<file path="src/rtl/bf16_accum_ctrl.sv">
// bf16_accum_ctrl: streams LEN bfloat16 elements through one combinational adder and returns
// their sum. The first element is loaded directly, because the adder does not handle zero
// operands. The following elements are added to the accumulator at one element per cycle.
//
// Ports
//   clk, reset           clock; asynchronous active-high reset
//   start, len           begin a reduction of len elements (sampled in IDLE only)
//   busy                 controller is not in IDLE
//   in_valid/in_data     element stream; in_ready qualifies the transfer
//   out_valid/out_data   result handshake; out_ready pops the result
//   ovf                  sticky flag: the accumulator reached exponent 8'hFF
//
// Optional feature: define BF16_ACC_OVF_EN to build the ovf detector.
// When it is undefined, ovf is tied to 0.

// Truncating bf16 adder with no special cases for zero, NaN, Inf or subnormal operands.
// A result exponent that reaches 8'hFF saturates to infinity.
module bfloat16_add (
  input  logic [15:0] a,
  input  logic [15:0] b,
  output logic [15:0] sum
);
  logic        a_big;
  logic [15:0] hi, lo;
  logic [7:0]  diff;
  logic [10:0] mh_x, ml_full, ml_x, d, norm;
  logic [11:0] s12;
  logic [8:0]  exp_w;
  logic [6:0]  mant;
  logic [3:0]  lz;
  logic        zero;

  always_comb begin
    a_big   = a[14:0] >= b[14:0];
    hi      = a_big ? a : b;
    lo      = a_big ? b : a;
    diff    = hi[14:7] - lo[14:7];
    // Three guard bits keep the subtraction exact enough to renormalise.
    mh_x    = {1'b1, hi[6:0], 3'b000};
    ml_full = {1'b1, lo[6:0], 3'b000};
    ml_x    = (diff > 8'd10) ? 11'd0 : (ml_full >> diff);
    s12     = 12'd0;
    d       = 11'd0;
    norm    = 11'd0;
    lz      = 4'd0;
    zero    = 1'b0;
    exp_w   = {1'b0, hi[14:7]};
    mant    = 7'd0;
    if (hi[15] == lo[15]) begin
      s12 = {1'b0, mh_x} + {1'b0, ml_x};
      if (s12[11]) begin
        exp_w = {1'b0, hi[14:7]} + 9'd1;
        mant  = 7'(s12 >> 4);
      end else begin
        mant  = 7'(s12 >> 3);
      end
    end else begin
      d = mh_x - ml_x;
      for (int i = 0; i < 11; i++) begin
        if (d[i]) lz = 4'(10 - i);
      end
      norm = d << lz;
      mant = 7'(norm >> 3);
      if (d == 11'd0 || {5'd0, lz} > {1'b0, hi[14:7]}) zero = 1'b1;
      else exp_w = {1'b0, hi[14:7]} - {5'd0, lz};
    end
    if (zero)                 sum = 16'h0000;
    else if (exp_w >= 9'd255) sum = {hi[15], 8'hFF, 7'h00};
    else                      sum = {hi[15], exp_w[7:0], mant};
  end
endmodule

module bf16_accum_ctrl #(
  parameter int unsigned LEN_W = 8
) (
  input  logic             clk,
  input  logic             reset,
  input  logic             start,
  input  logic [LEN_W-1:0] len,
  output logic             busy,
  input  logic             in_valid,
  input  logic [15:0]      in_data,
  output logic             in_ready,
  output logic             out_valid,
  output logic [15:0]      out_data,
  input  logic             out_ready,
  output logic             ovf
);
  typedef enum logic [1:0] {StIdle, StFirst, StAccum, StDone} state_e;

  state_e           state_q, state_d;
  logic [15:0]      acc_q, acc_d;
  logic [LEN_W-1:0] rem_q, rem_d, rem_dec;
  logic [15:0]      add_sum;

  bfloat16_add u_add (
    .a   (acc_q),
    .b   (in_data),
    .sum (add_sum)
  );

  // The counter saturates at zero and never wraps.
  assign rem_dec = (rem_q != '0) ? rem_q - 1'b1 : rem_q;

  always_ff @(posedge clk or posedge reset) begin
    if (reset) begin
      state_q <= StIdle;
      acc_q   <= 16'h0000;
      rem_q   <= '0;
    end else begin
      state_q <= state_d;
      acc_q   <= acc_d;
      rem_q   <= rem_d;
    end
  end

  always_comb begin
    state_d   = state_q;
    acc_d     = acc_q;
    rem_d     = rem_q;
    in_ready  = 1'b0;
    out_valid = 1'b0;
    unique case (state_q)
      StIdle: begin
        if (start) begin
          rem_d = len;
          if (len == '0) begin
            acc_d   = 16'h0000;
            state_d = StDone;
          end else begin
            state_d = StFirst;
          end
        end
      end
      StFirst: begin
        in_ready = 1'b1;
        if (in_valid) begin
          acc_d   = in_data;
          rem_d   = rem_dec;
          state_d = (rem_q == LEN_W'(1)) ? StDone : StAccum;
        end
      end
      StAccum: begin
        in_ready = 1'b1;
        if (in_valid) begin
          acc_d = add_sum;
          rem_d = rem_dec;
          if (rem_q == LEN_W'(1)) state_d = StDone;
        end
      end
      StDone: begin
        out_valid = 1'b1;
        if (out_ready) state_d = StIdle;
      end
      default: state_d = StIdle;
    endcase
  end

  assign busy     = (state_q != StIdle);
  assign out_data = acc_q;

`ifdef BF16_ACC_OVF_EN
  logic ovf_q;
  always_ff @(posedge clk or posedge reset) begin
    if (reset) begin
      ovf_q <= 1'b0;
    end else if (state_q == StIdle && start) begin
      ovf_q <= 1'b0;
    end else if (in_valid && in_ready && acc_d[14:7] == 8'hFF) begin
      ovf_q <= 1'b1;
    end
  end
  assign ovf = ovf_q;
`else
  assign ovf = 1'b0;
`endif
endmodule

</file>
<file path="config.mk">
export PLATFORM = sky130hd
export DESIGN_NAME = bf16_accum_ctrl
export DESIGN_NICKNAME = d
export VERILOG_FILES = /design/src/rtl/bf16_accum_ctrl.sv
export SDC_FILE = /design/constraint.sdc
export NUM_CORES = 1
export LEC_CHECK = 0
export ABC_AREA = 0
export CORE_MARGIN = 4
export CORE_UTILIZATION = 33
export CTS_BUF_LIST = sky130_fd_sc_hd__clkbuf_2 sky130_fd_sc_hd__clkbuf_4 sky130_fd_sc_hd__clkbuf_8
export CTS_CLUSTER_DIAMETER = 60
export CTS_CLUSTER_SIZE = 28
export DETAILED_ROUTE_END_ITERATION = 8
export PLACE_DENSITY = 0.57
export SLEW_MARGIN = 10
export SYNTH_ARGS = -nofsm -noshare
export SYNTH_HDL_FRONTEND = slang
export SYNTH_SLANG_ARGS = --single-unit
export TNS_END_PERCENT = 10
</file>
<file path="constraint.sdc">
create_clock -name clk -period 20.7 [get_ports clk]
set_input_delay 4.14 -clock clk [delete_from_list [all_inputs] [get_ports clk]]
set_output_delay 4.14 -clock clk [all_outputs]
set_load 0.02 [all_outputs]
</file>
==> results of run 1 <==
-- final timing paths --
kind / start / end / slack [ns] / depth (start not counted)
worst max-delay path: in_data[11] / out_data[6] / 6.34 / 39
worst min-delay path: state_q[0] / state_q[0] / 0.56 / 1
worst max register to register: out_data[13] / out_data[6] / 10.36 / 37
worst min register to register: state_q[0] / state_q[0] / 0.56 / 1
max in group asynchronous: reset / rem_q[3] / 15.63 / 2
min in group asynchronous: reset / out_data[7] / 4.42 / 2
-- cell usage after synthesis (all sizes together) (6+ instances only) --
cell     instances  share of area
a211oi          16          0.023
o22ai           17          0.020
nor3            22          0.022
nor2            63          0.044
a21oi           54          0.049
nand3           25          0.023
a22oi           15          0.020
ha              44          0.099
nor2b           11          0.012
nand4           10          0.014
and3             8         0.0090
mux2i           17          0.031
buf              8         0.0084
a21o             6         0.0081
a221oi           6          0.012
nor4             8          0.010
nand2           63          0.043
clkbuf          27          0.019
a21boi           9          0.012
o21a             7         0.0095
o211a            6          0.012
inv             56          0.038
o21ai           65          0.060
and2            10          0.012
xnor2           19          0.038
a2bb2oi          8          0.013
dfrtp           26           0.12
nand2b           8         0.0090
or3             12          0.014
o211ai          17          0.029
-- sequential cells by signal, summed over array words and instances, names as in the netlist --
register,flops
out_data,16
rem_q,8
state_q,2
-- routing by layer --
metal,global-route usage,up-vias,wire length [microns]
li1,-,2888,-
met1,0.270,2813,8530
met2,0.329,217,8820
met3,0.0135,34,906
met4,0.0443,0,458
met5,0,-,0
-- cells by family (layout without fill, tap and decap cells) --
group / after synthesis / after routing / synth area share
AND/OR/NAND/NOR: 255 / 255 / 0.237
adder cells (fa/ha/maj): 46 / 46 / 0.107
multiplexers: 24 / 24 / 0.0558
flip-flops: 26 / 26 / 0.117
XOR/XNOR: 24 / 24 / 0.0461
buffers and inverters: 91 / 115 / 0.0653
AO/OA/AOI/OAI: 285 / 285 / 0.371
other: 1 / 1 / 0.000677
-- cell usage in the layout, fill, tap and decap left out, drive strengths merged, types with 6 or more instances in the layout --
cell type,instances
a21oi,54
nand2b,8
nor4,8
nand3,25
nor3,22
ha,44
a21boi,9
or3,12
and3,8
o211ai,17
nand2,63
buf,8
xnor2,19
o21ai,65
dfrtp,26
a211oi,16
a21o,6
nor2b,11
o21a,7
clkdlybuf4s50,47
mux2i,17
and2,10
a221oi,6
o211a,6
inv,56
nand4,10
a22oi,15
a2bb2oi,8
o22ai,17
nor2,63
-- worst max-delay path, delay by kind of cell --
family / cells / cell delay, ns
fa+ha+maj: 5 / 1.85
xor+xnor: 1 / 0.28
simple gates: 11 / 2.64
buf+inv: 4 / 0.87
compound gates: 18 / 4.73
-- per-stage QoR --
step | power [W] | hold WS [ns] | cells
6_report | 0.000699 | 0.561 | 996
5_1_grt | 0.000758 | 0.581 | 996
4_1_cts | 0.000691 | 0.566 | 996
3_5_place_dp | 0.000654 | 0.549 | 992
3_3_place_gp | 0.000661 | 0.546 | 992
2_1_floorplan | 0.000505 | 0.511 | 752
-- power breakdown --
group	internal, W	switching (W)	total (W)	leakage [nW]
logic	0.000216	0.000355	0.000571	2.12
clock network	0.0000170	0.0000169	0.0000339	0.0288
registers	0.0000691	0.0000248	0.0000939	0.335
total	0.000302	0.000396	0.000699	2.49
-- final cells by class --
| cell class | instances | share of cell area |
|---|---|---|
| Tap cell | 220 | 0.0441 |
| Timing Repair Buffer | 55 | 0.0849 |
| Inverter | 56 | 0.0336 |
| Clock buffer | 4 | 0.00881 |
| Multi-Input combinational cell | 635 | 0.724 |
| Sequential cell | 26 | 0.104 |
==> flow_summary.ini, run 1 <==
[cts]
cts_tree = built
htreeDepth = 1
postCtsResizedCells = 0
clock-sinks = 26
holdBufCountCts = 0
clockBufferDepth = 2
clk_pin_slew_worst_paths_ns = 0.10
insertion_delay_ns = 0.27
cts_setup_buffers = 0
numCtsBuffers = 3
cts_root_buffer = clkbuf_8

[cells_and_area]
drive_gt1_frac = 0.0709
multi_input_area_sq_mm = 0.00453
finish.utilization = 0.378
num_antenna_cells = 0
syn_to_final_growth_pct = 12.8
final-seq-area_sq_um = 651
final_nets = 852
fin_area_sq_mm = 0.00625
fillerInstances = 1732

[pwr]
leakage_nw = 2.49
powerDensity_mw_per_mm2 = 112
peakVddDrop_v = 0.000112

[drt]
vias = 5952
routedWlPerCell_microns = 18.8
drcViolationCount = 0
totalWireLength_microns = 18700
drt-pass1-iter-count = 5
detail-route-antenna-nets = 0
first_iter_violations = 544
routed_via_density = 5.98

[grt]
grt_pass1_vias = 5516
grt_overflow_total = 0
grt_util_all_layers = 0.194
grt_pass1_wl_microns = 29600
grt_max_degree = 27
antenna_found_initial = 0

[sta]
rsz0062_at_grt = no
skew_ns = 0.00434
finalHoldViolCount = 0
setup_viol = 0
fin_crit_ns = 14.36
drv_slew = 0
worst_slew_pin_slew_ns = 1.07
tns_ns = 0
max_freq_mhz = 69.7
period_share = 0.694
max_slew_margin = 0.288
setup_slack_ns = 6.34

[place]
dp_slack_ns = 6.15
globalplace.congestion = 0.960
placed_cell_area_sq_mm = 0.00619
dp_hpwl_microns = 15100
io_buffer_count = 47

[critical_path]
critPathMaxStageDelay_ns = 0.58
worstSetupPathType = in -> reg
cp.required_ns = 20.86
critPathSlowestCell = or4_1
critPathMostFrequentCell = ha_1
worst_setup_path_end_kind = flop
critPathMaxFanout = 13
arrival_ns = 14.51
cp-start-kind = input pin

[logic_synthesis]
syn_avg_cell_area_sq_um = 7.37
syn_nets = 827
ys_ff_latch = 26
ys_types = 96
ys_async_sr_fraction = 1.00
synth_edf_count = 0
yosysWarningCount = 0
synthCells = 752
ys.flop_type = dfrtp_1
seq_area_frac_synth = 0.117
mappedNetlistArea_sq_mm = 0.00554

[run]
maxCapViolCount = 0

[die]
die_h_microns = 138
coreArea_sq_mm = 0.0165
start_util = 0.335
dieArea_sq_mm = 0.0189
die_w_microns = 138
top_level_ports = 49
num_rows = 47

[run_status]
status = complete, no violations

[hold_path]
min_path_type = reg -> reg
Note: power is estimated with default switching activity, not from simulation.
==> inputs of run 2 (changes only) <==
Clock period 20.7 ns to 14.4 ns, I/O delays scaled along.
==> run 2 against run 1 <==
  * Highest routed layer unchanged
  * Count of clock-buffer cells in the layout fell by 1
  * Critical path type unchanged
  * Sequential share of layout area barely moved
  * Utilization barely moved
  * Power rose by 44%
  * Sequential power rose by 44%
  * Setup slack got worse by 5.0 ns
==> flow_summary.ini, run 2 (synthesized netlist as in run 1, its figures left out) <==
[sta]
tns_ns = 0
finalHoldViolCount = 0
max_freq_mhz = 76.4
worst_slew_pin_slew_ns = 0.976
period_share = 0.909
fin_crit_ns = 13.09
rsz0062_at_grt = no
whs_ns = 0.562
skew_ns = 0.00137
drv_slew = 0
max_slew_margin = 0.345
setup_viol = 0

[drt]
drt-pass1-iter-count = 6
detail-route-antenna-nets = 0
totalWireLength_microns = 18900
first_iter_violations = 604
vias = 5914
routedWlPerCell_microns = 18.9
drcViolationCount = 0
routed_via_density = 5.94

[cells_and_area]
final_cell_mix = nand2_1 (63), nor2_1 (61), o21ai_0 (55), inv_1 (55), a21oi_1 (54)
num_antenna_cells = 0
fin_area_sq_mm = 0.00624
final_nets = 853
largest_register_ffs = 16
final_cell_count_no_fill = 996
final_common_cell = nand2_1
drive_gt1_frac = 0.0709
syn_to_final_growth_pct = 12.7

[critical_path]
cp.required_ns = 14.55
cp-start-kind = input pin
r2r-start = out_data[10]
cp_top_family = compound AO/OA/AOI/OAI gates
arrival_ns = 13.24
worst_setup_path_end_kind = flop
critPathMostFrequentCell = ha_1
critPathSlowestCell = or4_1
worstSetupPathType = in -> reg
critPathMaxStageDelay_ns = 0.58
rrSetupSlack_ns = 4.03
reg2reg_to = out_data[4]
critPathMaxFanout = 13
reg2reg_depth = 37
path_buf_inv = 4

[cts]
cts_tree = built
htreeDepth = 1
numCtsBuffers = 3
clockBufferDepth = 2
insertion_delay_ns = 0.27
postCtsResizedCells = 0
clock-sinks = 26
clk_pin_slew_worst_paths_ns = 0.09
cts_setup_buffers = 0
cts_root_buffer = clkbuf_8
holdBufCountCts = 0

[pwr]
powerDensity_mw_per_mm2 = 161
leakage_nw = 2.48
peakVddDrop_v = 0.000194

[die]
die_w_microns = 138
num_rows = 47
coreArea_sq_mm = 0.0165
start_util = 0.335
die_h_microns = 138
top_level_ports = 49
dieArea_sq_mm = 0.0189

[run]
maxCapViolCount = 0

[place]
globalplace.congestion = 0.950
io_buffer_count = 47
dp_hpwl_microns = 15100
placed_cell_area_sq_mm = 0.00620
placedCellCount = 993

[hold_path]
holdPathEnd = state_q[0]
whs_path_depth = 1
worstHoldStart = state_q[0]
min_path_type = reg -> reg

[grt]
grt_util_all_layers = 0.195
grt_pass1_wl_microns = 29700
grt_max_degree = 27
grt_pass1_vias = 5431
antenna_found_initial = 0
grt_overflow_total = 0

[run_status]
status = complete, no violations
run 2: stage by stage:
step,setup slack [ns],utilization,total power (W)
detailed placement,1.16,0.375,0.000946
global route,0.534,0.378,0.00109
floorplan,2.90,-,0.000727
finish,1.31,0.378,0.00100
global placement,1.22,0.375,0.000951
CTS,1.45,0.378,0.000993
run 2: cell type report:
class,instances,area (sq um)
flip-flops and latches,26,651
clock buffers,3,41.3
fillers,1727,10300
inverters,56,210
well taps,220,275
repair buffers,56,538
multi-input cells,635,4530
run 2: worst max path at each step:
stage	start	cells after the start	end
2_1_floorplan	in_data[7]	41	out_data[1]
3_3_place_gp	in_data[11]	39	out_data[4]
3_5_place_dp	in_data[11]	39	out_data[4]
4_1_cts	in_data[11]	39	out_data[4]
5_1_grt	in_data[11]	39	out_data[1]
6_report	in_data[11]	39	out_data[4]
run 2: routing by layer:
layer  up-vias  wire length (microns)  global-route usage
li1       2894                      -                   -
met1      2739                   8430               0.275
met2       235                   8730               0.320
met3        46                   1000              0.0102
met4         0                    705              0.0621
met5         -                      0                   0
run 2: power breakdown:
group | internal [W] | switching, W
Combinational | 0.000313 | 0.000513
Clock | 0.0000187 | 0.0000230
Sequential | 0.0000993 | 0.0000360
Total | 0.000431 | 0.000572
==> inputs of run 3 (changes only) <==
Settings changed: TNS_END_PERCENT 10 to 30.
Clock period 14.4 ns to 12.2 ns, I/O delays scaled along.
==> run 3 against run 2 <==
  * Non-clock buffer count increased by 27
  * Setup slack lost 0.62 ns
  * Critical path type unchanged
  * Sequential cell count unchanged
  * Die area unchanged
  * Design area rose by 4.1%
  * First-iteration DRC count is 12% lower
  * Global-route usage up 0.53 points
  * Via count grew 2.3%
  * Routed wire length increased by 0.52%
  * Clock skew is 0.0076 ns higher
  * Register-to-register slack lost 1.0 ns
==> flow_summary.ini, run 3 (synthesized netlist as in run 1, its figures left out) <==
[drt]
routed_via_density = 5.91
totalWireLength_microns = 19000
detail-route-antenna-nets = 0
first_iter_violations = 531
routedWlPerCell_microns = 18.5
drcViolationCount = 0
drt-pass1-iter-count = 6
vias = 6049

[die]
die_w_microns = 138
start_util = 0.335
dieArea_sq_mm = 0.0189
die_h_microns = 138
num_rows = 47
top_level_ports = 49
coreArea_sq_mm = 0.0165

[critical_path]
reg2reg_to = out_data[15]
cp_num_cells = 35
reg2reg_depth = 33
critPathMaxFanout = 10
arrival_ns = 11.66
cp-start-kind = input pin
rrSetupSlack_ns = 2.99
critPathSlowestCell = clkdlybuf4s50_1
worst_setup_path_end_kind = flop
critPathMaxStageDelay_ns = 0.55
path_buf_inv = 4
cp.required_ns = 12.35
worstSetupPathType = in -> reg
cp_top_family = simple AND/OR/NAND/NOR gates
r2r-start = out_data[14]

[sta]
period_share = 0.944
rsz0062_at_grt = no
fin_crit_ns = 11.52
max_slew_margin = 0.316
drv_slew = 0
finalHoldViolCount = 0
whs_ns = 0.570
max_freq_mhz = 86.8
worst_slew_pin_slew_ns = 1.02
tns_ns = 0
skew_ns = 0.00893
setup_viol = 0

[run]
maxCapViolCount = 0

[cts]
cts_tree = built
cts_root_buffer = clkbuf_8
cts_setup_buffers = 0
htreeDepth = 1
holdBufCountCts = 0
clock-sinks = 26
clk_pin_slew_worst_paths_ns = 0.09
clockBufferDepth = 2
insertion_delay_ns = 0.28
numCtsBuffers = 3

[pwr]
combinationalPowerShare = 0.810
leakage_nw = 2.62
p_clk_frac = 0.060
switching_share = 0.551
internal-power_w = 0.000557
powerDensity_mw_per_mm2 = 191
switching_power_w = 0.000684
seqPwrFrac = 0.130
peakVddDrop_v = 0.000175
total_power_w = 0.00124

[grt]
grt_pass1_wl_microns = 30400
grt_max_degree = 27
grt_overflow_total = 0
grt_pass1_vias = 5729
antenna_found_initial = 0
grt_util_all_layers = 0.201

[place]
io_buffer_count = 47
globalplace.congestion = 0.915
placedCellCount = 1020
dp_hpwl_microns = 15300

[cells_and_area]
drive_gt1_frac = 0.111
syn_to_final_growth_pct = 17.3
final_cell_mix = nand2_1 (63), nor2_1 (61), inv_1 (56), o21ai_0 (55), a21oi_1 (54)
final_cell_count_no_fill = 1024
final_nets = 880
largest_register_ffs = 16
finish.utilization = 0.393
final_common_cell = nand2_1
num_antenna_cells = 0

[run_status]
status = complete, no violations

[hold_path]
whs_path_depth = 1
min_path_type = reg -> reg
holdPathEnd = state_q[0]
worstHoldStart = state_q[0]
-- run 3: power by group through the flow --
stage / Sequential, W / Combinational (W) / Clock [W]
floorplan: 0.000161 / 0.000696 / 0
global placement: 0.000162 / 0.000991 / 0
detailed placement: 0.000162 / 0.000984 / 0
CTS: 0.000161 / 0.000989 / 0.0000765
global route: 0.000166 / 0.00110 / 0.0000808
finish: 0.000162 / 0.00101 / 0.0000742
-- run 3: final cells by class --
class | count | area [sq um]
Fill cell | 1705 | 10000
Multi-Input combinational cell | 635 | 4550
Timing Repair Buffer | 83 | 741
Sequential cell | 26 | 651
Tap cell | 220 | 275
Inverter | 56 | 210
Clock buffer | 3 | 41.3
Clock inverter | 1 | 30.0
-- run 3: what timing repair did --
| item | 4_1_cts | 5_1_grt |
|---|---|---|
| gates resized for setup | 0 | 6 |
| setup endpoints to repair | 0 | 11 |
| hold endpoints to repair | 0 | 0 |
-- run 3: metrics by stage --
step	instance area [sq um]	worst slack, ns
floorplan	5540	1.14
global placement	6400	0.321
detailed placement	6400	0.165
CTS	6470	0.461
global route	6500	0.0119
finish	6500	0.684
-- run 3: per-layer routing --
| layer | track usage | part of all wire |
|---|---|---|
| met2 | 0.329 | 0.47 |
| met1 | 0.279 | 0.45 |
| met3 | 0.0131 | 0.054 |
| met4 | 0.0682 | 0.030 |
| met5 | 0 | 0 |
-- run 3: how the worst max path moves through the flow --
stage | from | endpoint | slack, ns
finish | in_data[7] | out_data[15] | 0.68
global route | in_data[12] | out_data[15] | 0.01
CTS | in_data[7] | out_data[2] | 0.46
detailed placement | in_data[7] | out_data[2] | 0.17
global placement | in_data[7] | out_data[2] | 0.32
floorplan | in_data[7] | out_data[1] | 1.14
